**src/rtl/sev_seg_countdown_ctrl.sv**
```systemverilog
// sev_seg_countdown_ctrl: Avalon-MM seven-segment driver with a BCD capture countdown
module sev_seg_countdown_ctrl #(
  parameter int TICK_DIV   = 50000000,
  parameter int HOLD_TICKS = 1
) (
  input  logic        clk,
  input  logic        reset,
  input  logic [1:0]  address,
  input  logic        chipselect,
  input  logic        write_n,
  input  logic [31:0] writedata,
  output logic [31:0] readdata,
  output logic [19:0] out_port,
  output logic        irq
);
  typedef enum logic [1:0] {IDLE, COUNT, HOLD} state_t;
  state_t      state_q, state_d;
  logic [19:0] direct_q, direct_d;
  logic [7:0]  start_q, start_d, count_q, count_d, hold_q, hold_d;
  logic [31:0] presc_q, presc_d;
  logic        irq_en_q, irq_en_d, done_q, done_d;
  logic        wr, busy, tick, go_start, go_abort;
  function automatic logic [3:0] clamp(input logic [3:0] n);
    return n > 4'd9 ? 4'd9 : n;
  endfunction
  assign wr       = chipselect & ~write_n;
  assign busy     = state_q != IDLE;
  assign tick     = presc_q == 32'(TICK_DIV - 1);
  assign go_abort = wr && address == 2'd2 && writedata[1] && busy;
  assign go_start = wr && address == 2'd2 && writedata[0] && !go_abort;
  assign irq      = done_q & irq_en_q;
  assign out_port = !busy ? direct_q : {direct_q[19:8], state_q == COUNT ? count_q : 8'h00};
  assign readdata = address == 2'd0 ? {12'd0, direct_q} :
                    address == 2'd1 ? {24'd0, start_q} :
                    {29'd0, irq_en_q, done_q, busy};
  always_comb begin
    state_d  = state_q;
    count_d  = count_q;
    hold_d   = hold_q;
    presc_d  = presc_q;
    direct_d = (wr && address == 2'd0) ? writedata[19:0] : direct_q;
    start_d  = (wr && address == 2'd1) ? {clamp(writedata[7:4]), clamp(writedata[3:0])} : start_q;
    irq_en_d = (wr && address == 2'd2) ? writedata[2] : irq_en_q;
    done_d   = (wr && address == 2'd3 && writedata[1]) ? 1'b0 : done_q;
    if (go_abort) begin
      state_d = IDLE;
      presc_d = '0;
    end else if (go_start) begin
      state_d = start_q == 8'h00 ? HOLD : COUNT;
      count_d = start_q;
      presc_d = '0;
      hold_d  = '0;
      done_d  = 1'b0;
    end else if (busy) begin
      presc_d = tick ? '0 : presc_q + 32'd1;
      if (tick && state_q == COUNT) begin
        // 01 is the last visible digit: show 00 and enter the hold phase
        state_d = count_q == 8'h01 ? HOLD : COUNT;
        hold_d  = count_q == 8'h01 ? 8'd0 : hold_q;
        count_d = count_q == 8'h01 ? 8'h00 :
                  count_q[3:0] == 4'd0 ? {count_q[7:4] - 4'd1, 4'd9} :
                  {count_q[7:4], count_q[3:0] - 4'd1};
      end else if (tick) begin
        hold_d  = hold_q + 8'd1;
        state_d = hold_q == 8'(HOLD_TICKS - 1) ? IDLE : HOLD;
        done_d  = hold_q == 8'(HOLD_TICKS - 1) ? 1'b1 : done_d;
      end
    end
  end
  always_ff @(posedge clk or posedge reset) begin
    if (reset) begin
      state_q  <= IDLE;
      direct_q <= '0;
      start_q  <= 8'h03;
      irq_en_q <= 1'b0;
      done_q   <= 1'b0;
      presc_q  <= '0;
      count_q  <= '0;
      hold_q   <= '0;
    end else begin
      state_q  <= state_d;
      direct_q <= direct_d;
      start_q  <= start_d;
      irq_en_q <= irq_en_d;
      done_q   <= done_d;
      presc_q  <= presc_d;
      count_q  <= count_d;
      hold_q   <= hold_d;
    end
  end
endmodule
```
**config.mk**
```make
export PLATFORM = sky130hd
export DESIGN_NAME = sev_seg_countdown_ctrl
export DESIGN_NICKNAME = d
export VERILOG_FILES = /design/src/rtl/sev_seg_countdown_ctrl.sv
export SDC_FILE = /design/constraint.sdc
export NUM_CORES = 1
export LEC_CHECK = 0
export BUFFER_PORTS_ARGS = -buffer_cell sky130_fd_sc_hd__buf_4
export CORE_MARGIN = 2
export CORE_UTILIZATION = 45
export DETAILED_ROUTE_END_ITERATION = 8
export PLACE_DENSITY = 0.72
export SYNTH_ARGS = -nofsm -noshare
export SYNTH_HDL_FRONTEND = slang
export SYNTH_SLANG_ARGS = --single-unit
```
**constraint.sdc**
```tcl
create_clock -name clk -period 4.6 [get_ports clk]
set_input_delay 0 -clock clk [delete_from_list [all_inputs] [get_ports clk]]
set_output_delay 0 -clock clk [all_outputs]
set_load 0.01 [all_outputs]
```
== Word-level counts from Yosys, hierarchy flattened ==
Index checks and enable logic that the tools add are counted.
Operators by class
  mux-type cells: 35
  eq/ne operators: 7
  $lt $le $gt $ge: 2
  bitwise operators: 4
  $add $sub $neg: 4
  reductions and logical operators: 26
Operators with widths (count)
  32-bit 2-to-1 mux: 4
  8-bit 2-to-1 mux: 13
  32-bit by 1-bit adder with 32-bit output, second input constant: 1
  32-bit by 26-bit equality test with 1-bit output, second input constant: 1
  20-bit 2-to-1 mux: 1
  8-bit logical NOT: 2
  2-bit 2-to-1 mux: 8
  1-bit logical AND: 10
  3-bit nonzero test: 3
  8-bit by 1-bit adder with 8-bit output, second input constant: 1
  8-bit by 1-bit equality test with 1-bit output, second input constant: 1
  4-bit greater-than comparator, second input constant: 2
  4-bit 2-to-1 mux: 2
  4-bit AND reduction: 2
  4-bit by 1-bit subtractor with 4-bit output, second input constant: 2
  1-bit 2-to-1 mux: 7
  2-bit nonzero test: 3
  2-bit by 1-bit equality test with 1-bit output, second input constant: 2
  2-bit equality test, second input constant: 2
  4-bit logical NOT: 1
  4-bit nonzero test: 1
  3-bit by 2-bit != test with 1-bit output, second input constant: 1
  3-bit AND reduction: 1
  1-bit AND: 2
  other kinds (4): 5
Word-level totals
  logic and storage cells: 87
  bits of input ports: 38
  register bits after elaboration: 80

== Longest topological paths before layout ==
Gate-level depths: netlist (run 1).
  word-level depth: 11
  gate-level depth with buffers: 8

== Worst setup path before layout (run 1) ==
No wires, ideal clock.
  path type: flip-flop to flip-flop
  start: register presc_q[9]
  end: register count_q[0]
  setup slack: 2.302 ns
  library setup time: 0.125 ns
  clock period less this slack: 2.298 ns
  stages on the path, launching flop included: 6
  data arrival time: 2.174 ns
  cell sequence: dfrtp_1 -> or4b_1 -> nor4b_4 -> a21oi_1 -> nor3_4 -> mux2_2
Between the ends
  word-level cells in the longest chain between the ends: 4
Ends and longest elaborated chain
  start, declared: line 20  | logic [31:0] presc_q, presc_d;
  start signal, assigned: line 86  | presc_q <= presc_d;
  32-bit by 26-bit equality test with 1-bit output: line 28  | assign tick = presc_q == 32'(TICK_DIV - 1);
  1-bit logical AND: line 56  | if (tick && state_q == COUNT) begin
  2-bit nonzero test (no source line)
  3-bit AND reduction (no source line)
  end signal, assigned: line 87  | count_q <= count_d;
  end, declared: line 19  | logic [7:0] start_q, start_d, count_q, count_d, hold_q, hold_d;
No other way between the ends.
A chain may end at the register's enable or synchronous reset.

== Final worst setup path (run 1) ==
  start: register state_q[0]
  end: register presc_q[2]
Between the ends
  word-level cells in the longest chain between the ends: 6
  elaborated cells between the ends (all ways): 7
  classes of those cells: mux: 2; reduce/logical: 5
Ends and longest elaborated chain
  start, declared: line 17  | state_t state_q, state_d;
  start signal, assigned: line 81  | state_q <= state_d;
  2-bit nonzero test *: line 27  | assign busy = state_q != IDLE;
  1-bit logical AND: line 29  | assign go_abort = wr && address == 2'd2 && writedata[1] && busy;
  1-bit logical NOT: line 30  | assign go_start = wr && address == 2'd2 && writedata[0] && !go_abort;
  1-bit logical AND: line 30
  32-bit 2-to-1 mux: line 48  | end else if (go_start) begin
  32-bit 2-to-1 mux: line 45  | if (go_abort) begin
Mark *: on every way between the ends. The rest lies on a longest branch, timed or not.

==> metrics.yaml, run 1 <==
status: "complete, but fails checks"
violations: "negative hold slack"
die_area_um2: 11000
grt_start_max_net_pins: 81
drt_iter0_drc: 256
finalInstanceArea_um2: 5540
synth-warning-count: 0
antenna_found_initial: 0
tns_ns: 0
crit_chain: "o21ai_0, and3_1, nor3_1, nor2_1, buf_4, nor2_1"
diodes: 0
synth_area_um2: 4600
dp_slack_ns: 1.68
routed_wl_mm: 10.6
cts_tree: "built"
final_layout_size_suffix_gt1_share_pct: 22.0
cts_buffer_depth: 2
worstSetupPathType: "reg2reg"
cts_made_buffers: 9
dpl.hpwl_mm: 7.35
finalSetupViolCount: 0
cp-start-kind: "flop"
synth_cells: 491
start_util_pct: 46.6
rows: 36
final_antenna_net_count: 0
ys_ff_latch: 80
insertion_delay_ns: 0.35
crit_arrival_ns: 3.18
fp.dieH_um: 105
drc: 0
htree_num_levels: 3
yosysUniqueCellTypes: 54
placed_area_um2: 5090
design.core.area_um2: 9860
synth_edf_count: 0
required_ns: 4.84
area_growth_pct: 20.4
fin_ws_ns: 1.66
grt.total_usage_pct: 19.7
skew_ns: 0.00931
cts.repair.resized: 0
cp_max_fo: 17
io_pins: 91
fin_crit_ns: 2.94
numPortBuffers: 66
nets: 609
end_kind: "flop"
worst_pin_slew_ns: 1.22
cts_setup_buffers: 0
postLayoutCoreUtil_pct: 56.2
grt_pass1_wl_mm: 17.7
clk_pin_slew_worst_paths_ns: 0.08
path_common_cell: "nor2_1"
yosys_most_used_dff: "dfrtp_1"
p_leak_uw: 0.00252
rsz0062_at_grt: "false"
final.period_utilization_pct: 63.9
die_w_um: 105
grt_pass1_vias: 3609
root_buffer: "clkbuf_8"
worst_ir_drop_vdd_mv: 0.262
hold_viol: 68
grt_overflow: 0
hold_ws_ns: -0.0434
ys_seq_area_share_pct: 43.6
crit_slowest_cell: "nor2_1"
dr.pass1.iters: 5
cap_violations: 0
drv_slew: 0
slowest_delay_ns: 0.70
num_vias: 3802
synthArstFlopShare_pct: 100
power_density_nw_per_um2: 392
vias_per_cell: 5.42
max_freq_mhz: 340
wl_per_cell_um: 15.2
cts.sinks: 80
place.gp.congestion: 0.868
instances_no_fill: 702
placedCellCount: 665
max_slew_margin_pct: 17.9
hold_class: "in2async"
syn_avg_cell_area_um2: 9.37
## cells in the final DEF (no fill, tap or decap), types with 7 or more instances in the layout
cell            n
clkbuf_8        9
and2_1         14
xnor2_1        12
nand4_1        11
nor3_1         11
xor2_1         17
dfrtp_1        78
nand2_1        46
ha_1            7
mux2i_1        17
inv_1          12
conb_1         12
buf_4          69
a21oi_1        13
nor2_1         62
dlygate4sd3_1  21
o21ai_0        22
nand3_1        31
mux2_2         25
## registers in the layout (all words and copies together) (netlist names)
signal    count
presc_q      32
direct_q     20
count_q       8
hold_q        8
start_q       8
state_q       2
done_q        1
irq_en_q      1
## worst max-delay path, delay by kind of cell (launching register included)
kind	cells	cell delay, ns
flops	1	0.62
simple gates	4	1.54
compound gates	1	0.30
buf+inv	1	0.35
## worst paths after layout
path / slack, ns / cells after the start / to / from
max in group asynchronous: 4.00 / 3 / presc_q[25] / reset
hold reg to reg: 0.51 / 2 / start_q[1] / start_q[1]
min in group clk: 0.09 / 3 / irq_en_q / write_n
hold / removal: -0.04 / 3 / direct_q[18] / reset
setup reg to reg: 1.66 / 6 / presc_q[2] / state_q[0]
setup / recovery: 1.66 / 6 / presc_q[2] / state_q[0]
## metrics by stage
stage	hold slack (ns)	total power, uW
after CTS	0.00743	2180
final	-0.0434	2170
after global placement	0.233	1510
after floorplan	0.115	1330
after global routing	0.0464	2290
after detailed placement	0.236	1530
## synthesized netlist by cell type (3+ instances only)
master | instances | share of area (%)
nor4_1 | 6 | 0.82
xor2_1 | 17 | 3.2
nor2_1 | 62 | 5.1
clkbuf_1 | 11 | 0.90
a21oi_1 | 13 | 1.4
nor4b_1 | 4 | 0.76
or2_2 | 4 | 0.54
nor3_1 | 11 | 1.2
nand2b_1 | 6 | 0.82
xnor2_1 | 12 | 2.3
inv_1 | 13 | 1.1
o211ai_1 | 3 | 0.49
nor2b_1 | 3 | 0.41
and3_1 | 5 | 0.68
ha_1 | 7 | 1.9
mux2i_1 | 17 | 3.7
and2b_1 | 3 | 0.49
or3_1 | 6 | 0.82
and2_1 | 14 | 1.9
o21ai_0 | 22 | 2.4
dfrtp_1 | 78 | 42
or4b_1 | 3 | 0.65
buf_4 | 25 | 4.1
nand2_1 | 46 | 3.8
nand4_1 | 11 | 1.5
nand3_1 | 31 | 3.4
mux2_2 | 25 | 6.1
## what timing repair did
item                       in CTS  in global routing
hold endpoints to repair       28                  0
setup endpoints to repair       0                  0
hold buffers                   21                  0
## routing by layer
layer  up-vias  share of wire [%]  global-route usage (%)
met1      1845                 45                    27.0
li1       1809                  -                       -
met5         -                  0                       0
met3        12                5.6                    4.05
met2       136                 48                    31.4
met4         0                1.4                    6.19
## where the power goes
| part | internal [uW] | switching [uW] |
|---|---|---|
| Sequential | 809 | 145 |
| Clock | 361 | 270 |
| Combinational | 293 | 292 |
| Total | 1460 | 708 |
## area by class of cell
cell class | count | area [um^2]
inverters | 13 | 50.0
flip-flops and latches | 80 | 2000
repair buffers | 90 | 728
well taps | 133 | 166
multi-input cells | 370 | 2350
fillers | 855 | 4320
clock inverters | 7 | 120
clock buffers | 9 | 124
## kinds of logic after synthesis
| group | Yosys count | share of synthesized area (%) |
|---|---|---|
| AOI/OAI and AO/OA | 51 | 6.74 |
| adders and majority gates | 7 | 1.90 |
| and+or+nand+nor | 229 | 26.1 |
| xor gates and xnor gates | 29 | 5.52 |
| other | 1 | 0.0815 |
| muxes | 42 | 9.82 |
| buffers and inverters | 52 | 6.31 |
| DFF | 80 | 43.6 |
Note: power is estimated with default switching activity, not from simulation.
==> inputs of run 2 (changes only) <==
ABC_AREA = 1   (was unset)
PLACE_DENSITY = 0.74   (was 0.72)
clock period = 2.37 ns   (was 4.6 ns; I/O delays follow)
==> run 2 against run 1 <==
The run now ends clean. Area after synthesis rose by 10%. Cell area grew 11%. Clock-buffer cell count is 1 higher. Critical path depth grew 4. Non-clock buffer count up 3. First-iteration DRC count down 7.4%. Via count increased by 25%. Power increased to 2.6 times the previous value. Utilization decreased by 0.13 points. Maximum frequency up 46%. Global-route usage up 2.6 points. Register-to-register slack worse by 1.3 ns. Highest routed layer unchanged.
==> metrics.yaml, run 2 <==
start_util_pct: 46.4
yosys_most_used_dff: "dfrtp_1"
cts.sinks: 80
max_slew_margin_pct: 60.5
cp_top_family: "simple AND/OR/NAND/NOR gates"
crit_chain: "ha_1, nand3_1, nor2_1, nand2_1, nor2_4, nor2_8, nand2_2, nand2_4, inv_2, nor2_1"
clk_pin_slew_worst_paths_ns: 0.06
ys_seq_area_share_pct: 39.5
final_common_cell: "nand2_1"
yosysUniqueCellTypes: 39
end_kind: "flop"
cts_setup_buffers: 0
synthArstFlopShare_pct: 100
cap_violations: 0
reg_top3: "presc_q: 32 flops, direct_q: 20 flops"
place.gp.congestion: 0.910
die_w_um: 110
dpl.hpwl_mm: 8.69
synth_edf_count: 0
p_leak_uw: 0.00314
cp-start-kind: "flop"
placedCellCount: 891
grt_pass1_vias: 4549
finalSetupViolCount: 0
max_freq_mhz: 496
numPortBuffers: 66
synth-warning-count: 0
skew_ns: 0.00878
nets: 831
rsz0062_at_grt: "false"
yosysTopAreaCell: "dfrtp_1"
worstSetupPathType: "reg2reg"
root_buffer: "clkbuf_16"
instances_no_fill: 931
crit_slowest_cell: "dfrtp_1"
hold_viol: 0
crit_arrival_ns: 2.22
path_common_cell: "nor2_1"
final.period_utilization_pct: 85.0
drc: 0
drv_slew: 0
worst_pin_slew_ns: 0.587
diodes: 0
synth_area_um2: 5070
ys_ff_latch: 80
hold_class: "in2reg"
vias_per_cell: 5.09
r2r_slack_ns: 0.36
final_antenna_net_count: 0
io_pins: 91
cp_max_fo: 21
max_flop_register: "presc_q"
cts_tree: "built"
design.core.area_um2: 10900
final_layout_size_suffix_gt1_share_pct: 15.2
grt_start_max_net_pins: 81
routed_wl_mm: 12.5
rows: 38
synthTopCellsByArea: "dfrtp_1, nand2_1, nor2_1"
die_area_um2: 12100
tns_ns: 0
required_ns: 2.58
area_growth_pct: 20.9
grt.total_usage_pct: 22.2
largest_register_ff_count: 32
synth_most_common_cell: "nand2_1"
dr.pass1.iters: 4
antenna_found_initial: 0
num-fill-cells: 1006
fin_crit_ns: 2.01
slowest_delay_ns: 0.37
num_vias: 4740
cts_buffer_depth: 2
htree_num_levels: 3
insertion_delay_ns: 0.35
grt_pass1_wl_mm: 21.2
worst_ir_drop_vdd_mv: 0.556
status: "complete, no violations"
wl_per_cell_um: 13.4
power_density_nw_per_um2: 906
drt_iter0_drc: 237
fp.dieH_um: 110
synth.top_cell.area_share_pct: 38.5
path_buf_inv: 1
cts_hold_buf: 24
synth_cells: 706
synthTopCellsByCount: "nand2_1, nor2_1, inv_1"
syn_avg_cell_area_um2: 7.18
cts_made_buffers: 9
layout.cells.most_common_list: "nand2_1, nor2_1, inv_1, dfrtp_1, buf_4"
cts.repair.resized: 0
grt_overflow: 0
run 2: changes by cell type after synthesis, sizes merged, moves of 14 or more:
cell   change
and2      -14
inv       +88
mux2      -25
mux2i     -17
nand2    +121
nand3     +20
nor2      +81
o22ai     +19
run 2: layout make-up:
type                            instances  area [um^2]  area share, %
Timing Repair Buffer                   93          771           12.6
Clock buffer                           10          229           3.74
Clock inverter                          6         92.6           1.51
Multi-Input combinational cell        499         2470           40.3
Inverter                              103          388           6.33
Tap cell                              140          175           2.86
Sequential cell                        80         2000           32.7
run 2: cell families after synthesis:
logic type | share of synthesized area, %
and+or+nand+nor | 33.7
buffers and inverters | 12.6
DFF | 39.5
AOI/OAI and AO/OA | 8.17
xor gates and xnor gates | 4.15
adders and majority gates | 1.73
other | 0.0740
run 2: worst min-delay path, delay by kind of cell:
| family | cells | cell delay [ns] |
|---|---|---|
| AOI/OAI and AO/OA | 1 | 0.15 |
| buffers and inverters | 2 | 0.19 |
run 2: path summary, 6_finish.rpt:
check                           cells after the start     endpoint         start
worst min register to register                      2  direct_q[2]   direct_q[2]
min in group asynchronous                           4   presc_q[6]         reset
worst min-delay path                                3  direct_q[1]  writedata[1]
worst max-delay path                               10  presc_q[17]    presc_q[0]
max in group asynchronous                           4   start_q[1]         reset
worst max register to register                     10  presc_q[17]    presc_q[0]
run 2: where the power goes:
| part | total [uW] | leakage [uW] | internal, uW | switching [uW] |
|---|---|---|---|---|
| clock | 1520 | 0.000149 | 929 | 592 |
| combinational | 1960 | 0.00200 | 785 | 1180 |
| sequential | 2070 | 0.00100 | 1720 | 349 |
run 2: per-stage QoR:
| step | utilization [%] | setup WS (ns) | area, um^2 | hold WS, ns | power (uW) |
|---|---|---|---|---|---|
| 2_1_floorplan | - | 0.322 | 5110 | 0.114 | 3440 |
| 3_3_place_gp | 50.9 | 0.395 | 5570 | 0.126 | 3920 |
| 3_5_place_dp | 50.9 | 0.340 | 5570 | 0.134 | 3980 |
| 4_1_cts | 56.0 | 0.319 | 6130 | 0.0174 | 5560 |
| 5_1_grt | 56.0 | 0.107 | 6130 | 0.0718 | 5930 |
| 6_report | 56.0 | 0.355 | 6130 | 0.0337 | 5550 |
run 2: metal layers:
metal / up-vias / GRT usage, % / part of all wire, %
met3: 23 / 4.06 / 6.1
met4: 0 / 10.2 / 2.3
li1: 2354 / - / -
met5: - / 0 / 0
met2: 146 / 37.2 / 48
met1: 2217 / 28.0 / 44
